**src/rtl/serial_add_pkg.sv**
```systemverilog
// Shared definitions for the bit-serial add/subtract controller:
// FSM state encoding and the default operand width.
package serial_add_pkg;

    localparam int DEFAULT_WIDTH = 8;

    typedef enum logic [1:0] {
        IDLE = 2'd0,
        RUN  = 2'd1,
        DONE = 2'd2
    } state_t;

endpackage

```
**src/rtl/serial_add_ctrl_fa.sv**
```systemverilog
// One-bit full adder cell used by the serial add/subtract controller.
module FA (
    input  logic a,
    input  logic b,
    input  logic c,
    output logic s,
    output logic ca
);

    assign s  = a ^ b ^ c;
    assign ca = (a & b) | (c & (a ^ b));

endmodule

```
**src/rtl/serial_add_ctrl.sv**
```systemverilog
// Bit-serial add/subtract controller: one FA cell processes a WIDTH-bit
// operand pair LSB first, one bit per clock, with a start/busy/done handshake.
module serial_add_ctrl
    import serial_add_pkg::*;
#(
    parameter int WIDTH = DEFAULT_WIDTH
) (
    input  logic             clk,
    input  logic             rst,
    input  logic             start,
    input  logic             sub,
    input  logic [WIDTH-1:0] a,
    input  logic [WIDTH-1:0] b,
    input  logic             cin,
    output logic             busy,
    output logic             done,
    output logic [WIDTH-1:0] sum,
    output logic             cout,
    output logic             ovf
);

    localparam int CW = (WIDTH > 1) ? $clog2(WIDTH) : 1;
    localparam logic [CW-1:0] CNT_LAST = CW'(WIDTH - 1);
    // Step after which the carry flop holds the carry into the MSB.
    localparam logic [CW-1:0] CNT_PEN  = CW'(WIDTH - 2);

    state_t           state;
    state_t           state_nxt;
    logic [WIDTH-1:0] a_sr;
    logic [WIDTH-1:0] b_sr;
    logic [WIDTH-1:0] res_sr;
    logic [WIDTH-1:0] res_nxt;
    logic [CW-1:0]    cnt;
    logic             carry;
    logic             msb_cin;
    logic             fa_s;
    logic             fa_ca;
    logic             load;
    logic             last_step;

    FA u_fa (
        .a  (a_sr[0]),
        .b  (b_sr[0]),
        .c  (carry),
        .s  (fa_s),
        .ca (fa_ca)
    );

    // New operands are accepted only when not running.
    assign load      = start && (state != RUN);
    assign last_step = (state == RUN) && (cnt == CNT_LAST);
    // Result shifts in from the MSB; after WIDTH steps bit 0 is the LSB.
    assign res_nxt   = {fa_s, (WIDTH-1)'(res_sr >> 1)};

    // State register.
    always_ff @(posedge clk) begin
        if (rst) begin
            state <= IDLE;
        end else begin
            state <= state_nxt;
        end
    end

    // Next-state logic.
    always_comb begin
        state_nxt = state;
        case (state)
            IDLE:    if (start) state_nxt = RUN;
            RUN:     if (cnt == CNT_LAST) state_nxt = DONE;
            DONE:    state_nxt = start ? RUN : IDLE;
            default: state_nxt = IDLE;
        endcase
    end

    // Handshake outputs decoded from the state.
    always_comb begin
        busy = 1'b0;
        done = 1'b0;
        case (state)
            RUN:     busy = 1'b1;
            DONE:    done = 1'b1;
            default: ;
        endcase
    end

    // Operand load, bit-serial datapath and result capture on the final step.
    always_ff @(posedge clk) begin
        if (rst) begin
            a_sr    <= '0;
            b_sr    <= '0;
            res_sr  <= '0;
            cnt     <= '0;
            carry   <= 1'b0;
            msb_cin <= 1'b0;
            sum     <= '0;
            cout    <= 1'b0;
            ovf     <= 1'b0;
        end else if (load) begin
            a_sr  <= a;
            b_sr  <= sub ? ~b : b;
            carry <= sub ? 1'b1 : cin;
            cnt   <= '0;
        end else if (state == RUN) begin
            res_sr <= res_nxt;
            carry  <= fa_ca;
            a_sr   <= a_sr >> 1;
            b_sr   <= b_sr >> 1;
            if (!last_step) begin
                cnt <= cnt + CW'(1);
            end
            if (cnt == CNT_PEN) begin
                msb_cin <= fa_ca;
            end
            // Outputs are written as the FSM enters DONE so they are
            // valid for the whole done cycle and held afterwards.
            if (last_step) begin
                sum  <= res_nxt;
                cout <= fa_ca;
                ovf  <= msb_cin ^ fa_ca;
            end
        end
    end

endmodule
```
**config.mk**
```make
export PLATFORM = sky130hd
export DESIGN_NAME = serial_add_ctrl
export DESIGN_NICKNAME = d
export VERILOG_FILES = /design/src/rtl/serial_add_pkg.sv /design/src/rtl/serial_add_ctrl_fa.sv /design/src/rtl/serial_add_ctrl.sv
export SDC_FILE = /design/constraint.sdc
export NUM_CORES = 1
export LEC_CHECK = 0
export ABC_AREA = 1
export CAP_MARGIN = 20
export CORE_ASPECT_RATIO = 1.25
export CORE_UTILIZATION = 55
export DETAILED_ROUTE_END_ITERATION = 12
export PLACE_DENSITY_LB_ADDON = 0.05
export REMOVE_ABC_BUFFERS = 1
export SLEW_MARGIN = 10
export SYNTH_ARGS = -nofsm -noshare
export SYNTH_HDL_FRONTEND = slang
export SYNTH_SLANG_ARGS = --single-unit
```
**constraint.sdc**
```tcl
create_clock -name clk -period 2.7 [get_ports clk]
set_input_delay 0.405 -clock clk [delete_from_list [all_inputs] [get_ports clk]]
set_output_delay 0.405 -clock clk [all_outputs]
set_load 0.05 [all_outputs]
```
# Word level (Yosys, flattened, before mapping)
# Index checks and enable logic that the tools add are counted.
# classes
add_sub_neg	1
n_eq_ne	7
muxes	14
bitwise_logic	9
reduce_logical	10
# op_table
operator	n
$mux W8	5
$not A8 Y8	1
$eq A3 B3 Y1 const B	2
$mux W1	6
$pmux W2 S3	1
$reduce_and A2 Y1	3
$reduce_and A3 Y1	2
$mux W2	2
$ne A2 B2 Y1 const B	2
$add A3 B1 Y3 const B	1
$xor A1 B1 Y1	3
$and A1 B1 Y1	2
$eq A2 B1 Y1 const B	1
$eq A2 B2 Y1 const B	1
$logic_and A1 B1 Y1	2
$logic_not A2 Y1	1
$ne A2 B1 Y1 const B	1
$not A1 Y1	2
$reduce_bool A2 Y1	1
$reduce_or A2 Y1	1
$or A1 B1 Y1	1
# totals
reg_bits	41
input_bits	21

# Logic depth before layout (Yosys ltp)
# logic_depth
word_depth	5
ltp_mapped	8

# Modules after synthesis
# A second synthesis with hierarchy kept.
# hier_totals
hier_cells	244
area_unflattened_um2	1779.2
# modules_own_cells
module	n_inst	cells_each	area_per_inst_um2	seq_area_each_um2
serial_add_ctrl	1	243	1759.2	800.8
FA	1	1	20.0	0.0

# Worst setup path after synthesis
# Ideal clock, no wire load.
# synth_timing
path_type	register to output
startpoint	register state[1]
endpoint	output port done
t_arrival_ns	1.078
required_ns	2.295
slack_ns	1.217
stages_incl_launch_ff	3
path_buffers	0
cell_sequence	dfxtp_1 > inv_2 > nor2_1
# synth_between
elab_chain_len	2
# synth_lines
element	line	source
start, declared	serial_add_ctrl.sv:27	state_t state;
start signal, assigned	serial_add_ctrl.sv:60	state <= state_nxt;
$eq A2 B2 Y1	serial_add_ctrl.sv:79	case (state)
$mux W1	serial_add_ctrl.sv:79	
end, declared	serial_add_ctrl.sv:16	output logic done,
# No other way between the ends.

# Final worst setup path
# layout_timing
startpoint	register state[0]
endpoint	output port busy
# layout_between
elab_chain_len	2
# layout_lines
element	line	source
$eq A2 B1 Y1	serial_add_ctrl.sv:79	
$mux W1	serial_add_ctrl.sv:79	
end, declared	serial_add_ctrl.sv:15	output logic busy,
# No other way between the ends.

==> out/qor.csv <==
metric;value;unit
status;finished clean;
Overflow after GRT;0;
largest net degree at the start of global routing;36;
Max clock buf depth;2;
Post-CTS Setup Inserts;0;
unrepaired setup endpoints after global routing;false;
Initial Utilization;0.5955;
Finish-stage setup viols;0;
drt total wl;3.306;mm
via count;1565;
area share of the largest cell type after synthesis;0.4441;
final total negative setup slack;0;ps
DRT iter0 DRCs;45;
clock skew;10.48;ps
flop2flop setup slack;1350;ps
Distinct cells, synth;23;
sequential fraction of the synthesis area;0.4441;
Comb pwr share;0.140;
Worst-Margin Slew;489.9;ps
GR Layer Usage met1;0.2399;
Hold Crit Class;flop to flop;
Period Utilization, post-route;0.8061;
first-pass GRT wire length;5.533;mm
vias per cell;4.968;
total die area;3513;um^2
Hold Vio Cnt, Final;0;
post-layout util;0.7302;
Crit-path slowest cell;clkdlybuf4s50_1;
Sw Ratio;0.2639;
Area contributors post-synth;dfxtp_1 (44%), nand2_1 (10%), nand3_1 (9.7%);
pre-CTS setup slack;727.2;ps
DIE HEIGHT;66.02;um
CTS Hold Buffers Added;0;
CTS Sinks;40;
Top Family by Delay on Critical Path;buffers and inverters;
PortBufs;32;
FILL cells;272;
Critical Path Max Stage Delay;810;ps
fin area;2211;um^2
initial antenna violation count;0;
met3 Usage GRT;0.06897;
Worst setup EP type;output pin;
Seq. cell area;800.8;um^2
sum of buffers and inverters on the critical path;2;
cell chain of the critical path;inv_2, nor2_4, clkdlybuf4s50_1;
min Tclk post-route;2176;ps
total CTS buffers;5;
n_diodes;0;
CTS H-tree lvls;2;
Slew Limit Headroom;0.6724;
Int Power;0.0008871;W
crit path kind;flop to output pin;
FP Rows;22;
Seq pwr share;0.528;
vias in the first global route;1356;
non-filler instance count after layout;315;
nets;303;
Max-cap violations;0;
Worst EP required;2300;ps
P_sw;0.0003180;W
clk slew on worst S/H paths;120;ps
synthesis warning total;0;
P&R area growth vs syn;22.62;%
overall routing resource usage;0.2198;
core area;3028;um^2
DR WL/cell;10.50;um
Die X;53.21;um
number of top-level pins;33;
area of the multi-input gates;848.3;um^2
critical path fanouts, max;3;
Peak VDD IR;0.4906;mV
GRT busiest layer;met2;
register bit total from synthesis;40;
CTS tree;yes;
drt drc;0;
Lkg Pwr;1.018;nW
Clock Latency Late Sink;360;ps
met2 Usage GRT;0.3719;
Avg Cell Area, Syn;7.329;um^2
WP data arrival;1770;ps
Final GP Congestion;0.7383;
share of cells above drive strength 1;0.07527;
CTS resizes;0;
Synth Cell Area;1803;um^2
Root Driver;clkbuf_4;
placed insts;307;
cells after synthesis;246;
clock network power share;0.332;
fin. max-slew vios;0;
largest area contributor in the netlist;dfxtp_1;
Antenna Violating Nets Remaining;0;
fin worst setup slack;523.6;ps
placed inst area;2131;um^2
crit path launch type;flop;
First-pass DRT Iterations;4;
Highest Clock Rate;459.5;MHz
Final HPWL DP;2.215;mm
P per Cell Area;545.1;nW/um^2
power by group through the flow:
stage	Clock, W	Sequential (W)	Combinational [W]
finish	0.000400	0.000636	0.000169
global placement	0	0.000649	0.000166
global route	0.000428	0.000640	0.000192
CTS	0.000407	0.000636	0.000171
floorplan	0	0.000646	0.000104
detailed placement	0	0.000650	0.000170
cells by family (layout without fill, tap and decap cells):
group | after synthesis | count (layout) | share of synthesized area
flip-flops | 40 | 40 | 0.4441
AO/OA/AOI/OAI | 24 | 24 | 0.07494
buffers and inverters | 34 | 67 | 0.08535
adder cells (fa/ha/maj) | 4 | 4 | 0.03192
XOR/XNOR | 9 | 9 | 0.04372
AND/OR/NAND/NOR | 135 | 135 | 0.3199
worst min-delay path: stages (launching register included):
cell     delay (ps)
dfxtp_1         330
nand2_1          60
a21oi_1          50
stage by stage:
stage	hold WS, ps	total power, W
2_1_floorplan	437.4	0.0007495
3_3_place_gp	453.1	0.0008151
3_5_place_dp	458.2	0.0008196
4_1_cts	476.2	0.001214
5_1_grt	494.1	0.001260
6_report	474.8	0.001205
cell usage after synthesis:
cell type and count:
clkbuf_1 3, nor2_4 2, fa_1 1, buf_6 2
a21oi_1 8, buf_4 2, o21ai_0 13, xnor2_1 7
buf_2 3, o21ai_1 1, xor2_1 2, nand2_2 1
inv_2 3, nand2_1 49, nand3_1 35, a211oi_2 2
dfxtp_1 40, buf_1 1, ha_1 3, nor2_1 46
nand2_4 1, nor3_1 1, inv_1 20
layout by cell type, fill, tap and decap left out, drive strengths merged:
cell / instances
nand2: 51
nor2: 48
dfxtp: 40
nand3: 35
clkdlybuf4s50: 32
inv: 23
o21ai: 14
a21oi: 8
xnor2: 7
clkbuf: 5
buf: 4
ha: 3
xor2: 2
a211oi: 2
nor3: 1
fa: 1
clkinvlp: 1
clkinv: 1
bufinv: 1
layout make-up:
class,count,share of cell area
Clock buffer,5,0.01698
Clock inverter,3,0.01924
Inverter,23,0.03905
Multi-Input combinational cell,172,0.3837
Sequential cell,40,0.3622
Tap cell,36,0.02037
Timing Repair Buffer,36,0.1585
state kept, by name, summed over array words and instances (netlist names), 2 cells and up:
name    cells
a_sr        8
b_sr        8
sum         8
res_sr      7
cnt         3
state       2
routing by layer:
metal | up-vias | wire, um
li1 | 841 | -
met1 | 683 | 1575
met2 | 37 | 1556
met3 | 4 | 112
met4 | 0 | 61
met5 | - | 0
final timing paths:
path                                from  endpoint  cells after the start
worst max-delay path            state[0]      busy                      3
worst max register to register    cnt[1]      cout                      8
worst min register to register   a_sr[7]   a_sr[7]                      2
worst min-delay path             a_sr[7]   a_sr[7]                      2
Power figures use the tool's default switching activity.
